[src/rtl/vote_fsm.sv]
// Voting session control and tally: button edge detect, session FSM, vote counters and winner pick.
// Optional VOTE_AUTO_CLOSE_EN: the accepted vote that reaches MAX_VOTES also closes the session.
module vote_fsm #(
  parameter int unsigned MAX_VOTES = 19,
  parameter int unsigned CNT_W     = 5
) (
  input  logic             clk_100MHz,
  input  logic             reset,
  input  logic             btn_start,
  input  logic             btn_close,
  input  logic             btn_result,
  input  logic [3:0]       vote_btn,
  output logic [1:0]       the_state,
  output logic [1:0]       the_winner,
  output logic [CNT_W-1:0] vote_count,
  output logic             vote_ack
);

  localparam int unsigned NUM_CAND = 4;
  localparam int unsigned IDX_W    = 2;

  typedef enum logic [1:0] {
    S_IDLE   = 2'b00,
    S_OPEN   = 2'b01,
    S_CLOSED = 2'b10,
    S_WINNER = 2'b11
  } state_t;

  state_t                r_state;
  state_t                w_state_nxt;
  logic [CNT_W-1:0]      r_cand_cnt [NUM_CAND];
  logic [CNT_W-1:0]      w_cand_nxt [NUM_CAND];
  logic [CNT_W-1:0]      r_total;
  logic [CNT_W-1:0]      w_total_nxt;
  logic [IDX_W-1:0]      r_winner;
  logic [IDX_W-1:0]      w_winner_nxt;
  logic [CNT_W-1:0]      r_vote_count;
  logic [CNT_W-1:0]      w_vote_count_nxt;
  logic                  r_vote_ack;
  logic                  w_vote_ack_nxt;

  logic                  r_hist_start;
  logic                  r_hist_close;
  logic                  r_hist_result;
  logic [NUM_CAND-1:0]   r_hist_vote;

  logic                  w_start_edge;
  logic                  w_close_edge;
  logic                  w_result_edge;
  logic [NUM_CAND-1:0]   w_vote_edge;
  logic                  w_vote_single;
  logic                  w_total_room;
  logic [IDX_W-1:0]      w_vote_idx;
  logic [IDX_W-1:0]      w_best_idx;
  logic [CNT_W-1:0]      w_best_cnt;

  // Rising-edge detection against last-cycle button levels
  assign w_start_edge  = btn_start  & ~r_hist_start;
  assign w_close_edge  = btn_close  & ~r_hist_close;
  assign w_result_edge = btn_result & ~r_hist_result;
  assign w_vote_edge   = vote_btn   & ~r_hist_vote;

  assign w_vote_single = (w_vote_edge != '0) &&
                         ((w_vote_edge & (w_vote_edge - NUM_CAND'(1))) == '0);
  assign w_total_room  = (r_total < CNT_W'(MAX_VOTES));

  // Index of the single voting candidate
  always_comb begin
    w_vote_idx = '0;
    for (int i = 0; i < int'(NUM_CAND); i++) begin
      if (w_vote_edge[i]) w_vote_idx = IDX_W'(i);
    end
  end

  // Max count; strict compare keeps the lowest index on ties
  always_comb begin
    w_best_idx = '0;
    w_best_cnt = r_cand_cnt[0];
    for (int i = 1; i < int'(NUM_CAND); i++) begin
      if (r_cand_cnt[i] > w_best_cnt) begin
        w_best_idx = IDX_W'(i);
        w_best_cnt = r_cand_cnt[i];
      end
    end
  end

  // Next state, counters and outputs
  always_comb begin
    w_state_nxt    = r_state;
    w_cand_nxt     = r_cand_cnt;
    w_total_nxt    = r_total;
    w_winner_nxt   = r_winner;
    w_vote_ack_nxt = 1'b0;

    case (r_state)
      S_IDLE: begin
        if (w_start_edge) begin
          w_state_nxt = S_OPEN;
          for (int i = 0; i < int'(NUM_CAND); i++) w_cand_nxt[i] = '0;
          w_total_nxt = '0;
        end
      end
      S_OPEN: begin
        if (w_vote_single && w_total_room) begin
          w_cand_nxt[w_vote_idx] = r_cand_cnt[w_vote_idx] + CNT_W'(1);
          w_total_nxt            = r_total + CNT_W'(1);
          w_vote_ack_nxt         = 1'b1;
`ifdef VOTE_AUTO_CLOSE_EN
          if (r_total + CNT_W'(1) == CNT_W'(MAX_VOTES)) w_state_nxt = S_CLOSED;
`endif
        end
        if (w_close_edge) w_state_nxt = S_CLOSED;
      end
      S_CLOSED: begin
        if (w_result_edge) begin
          w_state_nxt  = S_WINNER;
          w_winner_nxt = w_best_idx;
        end
      end
      S_WINNER: begin
        if (w_start_edge) w_state_nxt = S_IDLE;
      end
      default: w_state_nxt = S_IDLE;
    endcase

    // Counts are frozen in CLOSED/WINNER, so the live max is the winner's count
    case (w_state_nxt)
      S_IDLE:            w_vote_count_nxt = '0;
      S_OPEN, S_CLOSED:  w_vote_count_nxt = w_total_nxt;
      S_WINNER:          w_vote_count_nxt = w_best_cnt;
      default:           w_vote_count_nxt = '0;
    endcase
  end

  // State register
  always_ff @(posedge clk_100MHz) begin
    if (reset) r_state <= S_IDLE;
    else       r_state <= w_state_nxt;
  end

  // Datapath registers; history tracks levels even in reset so held buttons give no edge
  always_ff @(posedge clk_100MHz) begin
    r_hist_start  <= btn_start;
    r_hist_close  <= btn_close;
    r_hist_result <= btn_result;
    r_hist_vote   <= vote_btn;
    if (reset) begin
      for (int i = 0; i < int'(NUM_CAND); i++) r_cand_cnt[i] <= '0;
      r_total      <= '0;
      r_winner     <= '0;
      r_vote_count <= '0;
      r_vote_ack   <= 1'b0;
    end else begin
      for (int i = 0; i < int'(NUM_CAND); i++) r_cand_cnt[i] <= w_cand_nxt[i];
      r_total      <= w_total_nxt;
      r_winner     <= w_winner_nxt;
      r_vote_count <= w_vote_count_nxt;
      r_vote_ack   <= w_vote_ack_nxt;
    end
  end

  assign the_state  = r_state;
  assign the_winner = r_winner;
  assign vote_count = r_vote_count;
  assign vote_ack   = r_vote_ack;

endmodule

[config.mk]
export PLATFORM = sky130hd
export DESIGN_NAME = vote_fsm
export DESIGN_NICKNAME = d
export VERILOG_FILES = /design/src/rtl/vote_fsm.sv
export SDC_FILE = /design/constraint.sdc
export NUM_CORES = 1
export LEC_CHECK = 0
export ABC_AREA = 1
export CAP_MARGIN = 10
export CORE_ASPECT_RATIO = 1.75
export CORE_UTILIZATION = 40
export CTS_BUF_LIST = sky130_fd_sc_hd__clkbuf_4 sky130_fd_sc_hd__clkbuf_8
export DETAILED_ROUTE_END_ITERATION = 8
export GPL_TIMING_DRIVEN = 0
export PLACE_DENSITY = 0.64
export REMOVE_ABC_BUFFERS = 1
export SLEW_MARGIN = 10
export SYNTH_ARGS = -nofsm -noshare
export SYNTH_HDL_FRONTEND = slang
export SYNTH_SLANG_ARGS = --single-unit
[constraint.sdc]
create_clock -name clk_100MHz -period 3.5 [get_ports clk_100MHz]
set_clock_uncertainty 0.2 [all_clocks]
set_input_delay 1.05 -clock clk_100MHz [delete_from_list [all_inputs] [get_ports clk_100MHz]]
set_output_delay 1.05 -clock clk_100MHz [all_outputs]
set_load 0.02 [all_outputs]
==> impl_results.md, run 1 <==
- CP endpoint kind: flop
- Ys Warns: 0
- Vias in the first global route: 2707
- Slew @ Worst Pin: 1.118 ns
- Peak VDD IR: 0.2040 mV
- Mapped Cells: 403
- Grt total ovfl: 0
- Layout area overhead: 33.54%
- Final hold vios: 0
- Htree depth: 2
- Crit path time final: 3.742 ns
- Pre-Repair DR Iteration Count: 4
- TritonCTS clock tree: done
- Max-cap viol count: 0
- Met1 global-route usage: 20.78%
- Die X: 63.99 um
- # fillers: 610
- Sink Count: 42
- Die height: 110.5 um
- Status: finished with violations
- Leakage power: 1.562 nW
- Placeable core area: 0.006490 sq mm
- Io pins: 19
- WP data arrival: 3.79 ns
- Flops & latches, synth: 42
- Antenna Nets Post-Route: 0
- Final nets: 470
- CTS max path bufs: 2
- Final Setup Violations: 7
- CP max FO: 7
- Final instance area: 0.003592 sq mm
- Dpl cell area: 0.002942 sq mm
- Initial antenna violation count: 0
- Crit share post-route: 106.9%
- N_diodes: 0
- Routed wire length: 7732 um
- GR Util met3: 3.512%
- Port Buf Inserts: 18
- Clock root cell: clkbuf_8
- Slew Viols, Final: 0
- GR peak layer: met2
- Tot Pwr: 1.502 mW
- Hold WC Path Type: flop to flop
- Dpl hpwl: 5549 um
- Mapped cell area: 0.002690 sq mm
- Met2 global-route usage: 43.05%
- Final Wtd Congestion: 0.8747
- FF+latch area: 848.3 sq um
- Total GRT Usage: 22.90%
- Seq/Total Area, Yosys: 31.26%
- Global-route wire length before repair: 12280 um
- Fmax: 0.2672 GHz
- # rows: 39
- Setup slack after layout: -0.2420 ns
- Worst Path Required: 3.54 ns
- Failing checks: negative setup slack
- Layout cells sized above 1: 27.99%
- Unrepaired setup endpoints after global routing: yes
- Pwr Density: 418.0 mW/mm^2
- Rel. slew slack: 25.20%
- Netlist cell types: 34
- Effective utilization at floorplan: 41.45%
- Largest net degree at the start of global routing: 30
- TritonCTS Buffers: 5
- Initial drt markers: 103
- CP Launch Type: flop
- Synth Area per Inst: 6.675 sq um
- DRC viols: 0
- Clock Pin Slew Worst Setup and Hold Paths: 0.09 ns
- Via Count: 2721
- Via density per instance: 5.183
- Area of the multi-input gates: 0.001962 sq mm
- Routed wire length per instance: 14.73 um
- Kind of critical path: flop to flop
- Clk Latency, worst-skew pair: 0.31 ns
- Die area: 0.007070 sq mm
-- synthesized netlist by cell type, drive strengths merged --
| cell type | number | share of area (%) |
|---|---|---|
| a31oi | 2 | 0.47 |
| o21a | 3 | 0.84 |
| and3 | 1 | 0.23 |
| o21bai | 1 | 0.28 |
| inv | 59 | 8.3 |
| nand2 | 128 | 19 |
| nand3 | 36 | 7.8 |
| xor2 | 3 | 0.98 |
| nor2 | 34 | 6.1 |
| ha | 19 | 8.8 |
| and2 | 2 | 0.47 |
| xnor2 | 1 | 0.33 |
| o211ai | 3 | 0.84 |
| clkbuf | 4 | 0.56 |
| or2 | 2 | 0.47 |
| nand4 | 5 | 1.2 |
| dfxtp | 42 | 31 |
| a21oi | 35 | 6.5 |
| o21ai | 18 | 3.8 |
| o221ai | 1 | 0.33 |
| buf | 2 | 0.60 |
| nor3 | 1 | 0.19 |
| nand3b | 1 | 0.28 |
-- kinds of logic after synthesis --
| kind of cell | after synthesis | share of synthesized area [%] |
|---|---|---|
| AND/OR/NAND/NOR | 210 | 36.09 |
| buffers and inverters | 65 | 9.488 |
| AO/OA/AOI/OAI | 63 | 13.02 |
| flip-flops | 42 | 31.26 |
| adder cells (fa/ha/maj) | 19 | 8.837 |
| XOR/XNOR | 4 | 1.303 |
-- state kept, by name (all words and copies together) (netlist names), 2 cells and up --
signal and count:
r_cand_cnt 20, r_total 5, vote_count 5, r_hist_vote 4
the_state 2, the_winner 2
-- cells in the final DEF (no fill, tap or decap), types with 4 or more instances in the layout --
master           Yosys  layout
nand3_2              1       6
o21ai_2              3       6
o21ai_0             15       8
ha_4                 0       9
clkdlybuf4s50_1      0      18
dfxtp_1             42      36
a21oi_2              0       4
dfxtp_2              0       6
nor2_1              27      25
buf_4                0      16
inv_2                8      10
o21ai_1              0       4
nand2_4              3      15
ha_1                19       9
clkbuf_8             0       5
nand2_2              7      16
nand3_1             33      26
inv_4                1       4
nand4_1              5       5
nand2_1            118      97
a21oi_1             35      30
nor2_4               4       6
nand3_4              2       4
inv_1               50      45
-- where the power goes --
group	switching, mW	leakage (nW)	internal, mW
logic	0.346	1.16	0.245
clock network	0.177	0.0593	0.229
registers	0.0127	0.345	0.491
total	0.536	1.56	0.965
-- metrics by stage --
stage | instances | TNS [ns] | hold slack [ns] | worst slack (ns) | util, %
after floorplan | 397 | -3.814 | 0.2333 | -0.5679 | -
after global placement | 497 | -8.805 | 0.2530 | -1.311 | 45.32
after detailed placement | 497 | -9.128 | 0.2584 | -1.345 | 45.32
after CTS | 520 | -1.238 | 0.2724 | -0.1937 | 51.49
after global routing | 525 | -3.012 | 0.3021 | -0.4753 | 55.35
final | 525 | -1.493 | 0.2699 | -0.2420 | 55.35
-- metal layers --
| metal | part of all wire [%] | vias to the layer above |
|---|---|---|
| li1 | - | 1378 |
| met1 | 34 | 1270 |
| met2 | 57 | 47 |
| met3 | 1.7 | 26 |
| met4 | 6.5 | 0 |
| met5 | 0 | - |
-- path summary, 6_finish.rpt --
check,start,slack (ns),cells past startpoint,endpoint
setup / recovery,r_cand_cnt[18]$_SDFFE_PP0P_,-0.24,24,vote_count[0]$_SDFF_PP0_
hold / removal,r_cand_cnt[5]$_SDFFE_PP0P_,0.27,2,r_cand_cnt[5]$_SDFFE_PP0P_
hold reg to reg,r_cand_cnt[5]$_SDFFE_PP0P_,0.27,2,r_cand_cnt[5]$_SDFFE_PP0P_
setup reg to reg,r_cand_cnt[18]$_SDFFE_PP0P_,-0.24,24,vote_count[0]$_SDFF_PP0_
-- critical path, cell delays in order, from the launching register on --
cell and delay [ns]:
dfxtp_2 0.33, inv_2 0.08, ha_4 0.28, nand2_4 0.05, nor2_4 0.12, nand2_2 0.08, nand3_4 0.14, nand2_4 0.11
nand2_4 0.09, nand2_4 0.05, ha_4 0.22, nand2_1 0.06, inv_1 0.05, o21bai_2 0.22, nand3_4 0.16, o21a_1 0.25
ha_1 0.32, a21oi_2 0.18, o21ai_2 0.07, o21ai_2 0.16, buf_6 0.15, o21ai_1 0.06, inv_1 0.06, nand2_1 0.06
a21oi_2 0.13
-- area by class of cell --
cell class              instances  share of cell area [%]
multi-input cells             297                   54.61
flip-flops and latches         42                   23.62
repair buffers                 37                   9.300
clock buffers                   7                   2.334
well taps                      82                   2.856
clock inverters                 1                  0.8359
inverters                      59                   6.444
-- repair_timing --
item                       in CTS  in global routing
setup buffers                  14                  5
setup endpoints to repair       7                  7
pin swaps                      22                 29
gates cloned                    1                  0
hold buffers                    0                  0
resized for setup              52                 44
(Power assumes the default switching activity.)
==> run 2: changes to the inputs <==
- CELL_PAD_IN_SITES_DETAIL_PLACEMENT: default -> 0
- CELL_PAD_IN_SITES_GLOBAL_PLACEMENT: default -> 1
- CORE_UTILIZATION: 40 -> 39
- PLACE_DENSITY: 0.64 -> 0.81
==> impl_results.md, run 2 (synthesis results as in run 1) <==
- Clock Pin Slew Worst Setup and Hold Paths: 0.09 ns
- TritonCTS Buffers: 5
- Crit share post-route: 110.0%
- Kind of critical path: flop to flop
- Hold WC Path Type: flop to flop
- Via density per instance: 5.172
- Routed wire length per instance: 15.41 um
- # rows: 39
- Sink Count: 42
- Largest register FFs: 20
- Placeable core area: 0.006588 sq mm
- Tot Pwr: 1.463 mW
- Slew Viols, Final: 0
- N_diodes: 0
- Slew @ Worst Pin: 1.126 ns
- Hold path start: r_cand_cnt[10]$_SDFFE_PP0P_
- Clk Latency, worst-skew pair: 0.30 ns
- Initial drt markers: 120
- WP data arrival: 3.84 ns
- Total GRT Usage: 22.83%
- Met1 global-route usage: 22.11%
- Layout area overhead: 37.26%
- Fmax: 0.2598 GHz
- Die area: 0.007247 sq mm
- GR peak layer: met2
- Vias in the first global route: 2582
- Most common cell after layout, fill and taps aside: nand2_1
- Final Setup Violations: 7
- Final Wtd Congestion: 0.8823
- Reg-to-reg startpoint: r_cand_cnt[19]$_SDFFE_PP0P_
- Worst Setup SP: r_cand_cnt[19]$_SDFFE_PP0P_
- Slowest cell on crit path: dfxtp_2
- Clock root cell: clkbuf_8
- Routed wire length: 8258 um
- Peak VDD IR: 0.1987 mV
- Number of hold buffers added after CTS: 0
- Biggest register: r_cand_cnt
- CP max FO: 8
- Unrepaired setup endpoints after global routing: yes
- Die height: 111.9 um
- Dpl hpwl: 5679 um
- Die X: 64.78 um
- Worst path max stage delay: 0.36 ns
- Status: finished with violations
- Worst Path Buf+Inv: 4
- CP Launch Type: flop
- Leakage power: 1.612 nW
- CTS max path bufs: 2
- Grt total ovfl: 0
- CP endpoint kind: flop
- Met2 global-route usage: 43.96%
- Layout cells sized above 1: 30.84%
- Port Buf Inserts: 18
- Effective utilization at floorplan: 40.84%
- Htree depth: 2
- Io pins: 19
- Failing checks: negative setup slack
- DRC viols: 0
- Final nets: 481
- Max-cap viol count: 0
- Global-route wire length before repair: 12420 um
- Setup slack after layout: -0.3485 ns
- Pwr Density: 396.2 mW/mm^2
- Pre-Repair DR Iteration Count: 4
- Antenna Nets Post-Route: 0
- Commonest cells after routing, fill and taps aside: nand2_1 (98), inv_1 (45), dfxtp_1 (34)
- Setup tns final: -2.146 ns
- GR Util met3: 2.971%
- Crit path time final: 3.848 ns
- Kind of cell adding the most delay to the critical path: simple AND/OR/NAND/NOR gates
- TritonCTS clock tree: done
- Largest net degree at the start of global routing: 30
- Worst Path Required: 3.49 ns
- Final hold vios: 0
- Initial antenna violation count: 0
- Via Count: 2772
- Rel. slew slack: 24.71%
-- run 2: changes by cell type in the layout (fill, tap and decap cells not counted), sizes merged --
| cell | previous run | this run |
|---|---|---|
| buf | 19 | 30 |
| clkinvlp | 0 | 1 |
| clkinv | 0 | 1 |
| bufinv | 1 | 0 |
| clkbuf | 7 | 6 |
-- run 2: routing by layer --
layer | part of all wire [%] | up-vias
met2 | 55 | 63
met4 | 6.5 | 0
met1 | 36 | 1277
li1 | - | 1401
met5 | 0 | -
met3 | 2.6 | 31
-- run 2: per-stage QoR --
stage,hold slack [ns],worst slack (ns),std cells,util (%),area [sq um]
after floorplan,0.2333,-0.5679,397,-,2659
after global placement,0.2505,-1.301,497,44.65,2942
after detailed placement,0.2539,-1.373,497,44.65,2942
after CTS,0.2660,-0.1996,531,52.71,3472
after global routing,0.2919,-0.6056,536,56.05,3692
final,0.2648,-0.3485,536,56.05,3692
-- run 2: power breakdown --
part | leakage [nW] | internal [mW] | switching [mW]
logic | 1.22 | 0.264 | 0.356
clock network | 0.0472 | 0.159 | 0.181
registers | 0.346 | 0.490 | 0.0130
total | 1.61 | 0.913 | 0.550
-- run 2: final timing paths --
| kind | end | slack [ns] | depth (start not counted) |
|---|---|---|---|
| setup / recovery | vote_count[2]$_SDFF_PP0_ | -0.35 | 25 |
| hold / removal | r_cand_cnt[10]$_SDFFE_PP0P_ | 0.26 | 2 |
| hold reg to reg | r_cand_cnt[10]$_SDFFE_PP0P_ | 0.26 | 2 |
| setup reg to reg | vote_count[2]$_SDFF_PP0_ | -0.35 | 25 |
-- run 2: final cells by class --
cell class	count	area, sq um
Tap cell	82	102.6
Clock buffer	6	82.58
Inverter	59	229.0
Clock inverter	2	12.51
Sequential cell	42	853.3
Multi-Input combinational cell	297	1992
Fill cell	636	2895
Timing Repair Buffer	48	420.4
-- run 2: repair_timing --
action                                  4_1_cts  5_1_grt
gates cloned                                  1        0
setup buffers                                25        5
pin swaps                                    30       25
endpoints found under the setup margin        7        7
gates resized for setup                      63       39
-- run 2: tightest hold or removal path: stages, from the launching register on --
cell and delay [ns]:
dfxtp_1 0.32, nand2_1 0.06, a21oi_1 0.05
==> run 3: changes to the inputs <==
- CORE_MARGIN: default -> 1
- CORE_UTILIZATION: 39 -> 25
- PLACE_DENSITY: 0.81 -> 0.58
==> impl_results.md, run 3 (synthesis results as in run 1) <==
- Crit share post-route: 104.4%
- Sink Count: 42
- Crit path time final: 3.653 ns
- Worst Path Required: 3.53 ns
- # rows: 49
- Antenna Nets Post-Route: 0
- Hold WC Path Type: flop to flop
- Slew @ Worst Pin: 1.130 ns
- CP Launch Type: flop
- Largest register FFs: 20
- Commonest cells after routing, fill and taps aside: nand2_1 (96), inv_1 (45), dfxtp_1 (35)
- Final Wtd Congestion: 0.8910
- Dpl hpwl: 6527 um
- Die area: 0.01120 sq mm
- DRC viols: 0
- N_diodes: 0
- Max-cap viol count: 0
- Global-route wire length before repair: 13750 um
- Grt total ovfl: 0
- Peak VDD IR: 0.2068 mV
- TritonCTS Buffers: 5
- CTS max path bufs: 2
- Failing checks: negative setup slack
- CP endpoint kind: flop
- Die height: 139.2 um
- Vias in the first global route: 2662
- Clock Pin Slew Worst Setup and Hold Paths: 0.08 ns
- Routed wire length per instance: 15.29 um
- CP max FO: 6
- Rel. slew slack: 24.46%
- Initial antenna violation count: 0
- Setup slack after layout: -0.1529 ns
- Clk Latency, worst-skew pair: 0.30 ns
- Largest net degree at the start of global routing: 30
- Biggest register: r_cand_cnt
- Kind of critical path: flop to flop
- Fmax: 0.2738 GHz
- Final hold vios: 0
- WP data arrival: 3.69 ns
- Initial drt markers: 133
- Layout cells sized above 1: 29.35%
- Via density per instance: 4.688
- Status: finished with violations
- Die X: 80.42 um
- Total GRT Usage: 16.72%
- Leakage power: 1.567 nW
- Unrepaired setup endpoints after global routing: yes
- Tot Pwr: 1.442 mW
- Slew Viols, Final: 0
- Clock root cell: clkbuf_8
- Htree depth: 2
- Via Count: 2672
- Port Buf Inserts: 18
- Io pins: 19
- Dpl ws: -1.438 ns
- Routed wire length: 8713 um
- Most common cell after layout, fill and taps aside: nand2_1
- Pre-Repair DR Iteration Count: 4
- Final Setup Violations: 7
- Effective utilization at floorplan: 25.96%
- Placeable core area: 0.01036 sq mm
- Pwr Density: 392.6 mW/mm^2
- Layout area overhead: 36.51%
- TritonCTS clock tree: done
- Final nets: 470
## run 3: layer usage
layer,part of all wire (%),vias up,GRT usage (%),wire length [um]
li1,-,1377,-,-
met4,3.8,0,6.109,333
met3,3.0,17,2.033,263
met5,0,-,0,0
met1,34,1221,15.85,2984
met2,59,57,34.30,5132
## run 3: final timing paths
path / from / end / slack [ns] / cells past startpoint
setup reg to reg: r_cand_cnt[19]$_SDFFE_PP0P_ / vote_count[3]$_SDFF_PP0_ / -0.15 / 26
hold reg to reg: r_cand_cnt[10]$_SDFFE_PP0P_ / r_cand_cnt[10]$_SDFFE_PP0P_ / 0.26 / 2
setup / recovery: r_cand_cnt[19]$_SDFFE_PP0P_ / vote_count[3]$_SDFF_PP0_ / -0.15 / 26
hold / removal: r_cand_cnt[10]$_SDFFE_PP0P_ / r_cand_cnt[10]$_SDFFE_PP0P_ / 0.26 / 2
## run 3: stage by stage
step,hold WS (ns),TNS (ns),instance area (sq um),util [%],std cells
floorplan,0.2333,-3.814,2659,-,397
global placement,0.2491,-9.837,2998,28.93,542
detailed placement,0.2570,-9.866,2998,28.93,542
CTS,0.2679,-1.203,3465,33.44,566
global route,0.2950,-2.186,3672,35.44,570
finish,0.2642,-0.8794,3672,35.44,570
## run 3: timing repair
action                                 4_1_cts  5_1_grt
hold buffers                                 0        0
gates cloned                                 2        0
pin swaps                                   23       20
setup endpoints to repair                    7        7
buffers inserted                            14        4
resized for setup                           70       36
endpoints found under the hold margin        0        0
## run 3: cell type report
cell class	count	area, sq um
Clock buffer	7	90.09
Clock inverter	1	5.005
Fill cell	1136	6689
Inverter	59	231.5
Multi-Input combinational cell	297	2003
Sequential cell	42	849.6
Tap cell	127	158.9
Timing Repair Buffer	37	334.1
## run 3: power breakdown
group | leakage (nW) | total [mW] | switching (mW) | internal, mW
sequential | 0.345 | 0.504 | 0.0133 | 0.491
clock | 0.0517 | 0.342 | 0.175 | 0.167
combinational | 1.17 | 0.595 | 0.343 | 0.252
total | 1.57 | 1.44 | 0.532 | 0.910
## run 3: worst max-delay path, stage by stage (launching register included)
cell,delay [ns]
dfxtp_2,0.35
inv_4,0.05
ha_4,0.29
nand2_4,0.06
nor2_4,0.12
nand2_2,0.08
nand3_4,0.11
nand2_4,0.10
nand2_4,0.09
nand2_2,0.07
ha_4,0.28
nand2_4,0.04
nor2_4,0.12
nand2_2,0.07
nand3_4,0.10
nand2_4,0.09
nand3_2,0.08
o21a_1,0.19
ha_4,0.24
a21oi_4,0.13
o21ai_2,0.08
o21ai_2,0.20
buf_6,0.16
o21ai_2,0.05
inv_1,0.05
nand2_1,0.05
a21oi_1,0.14
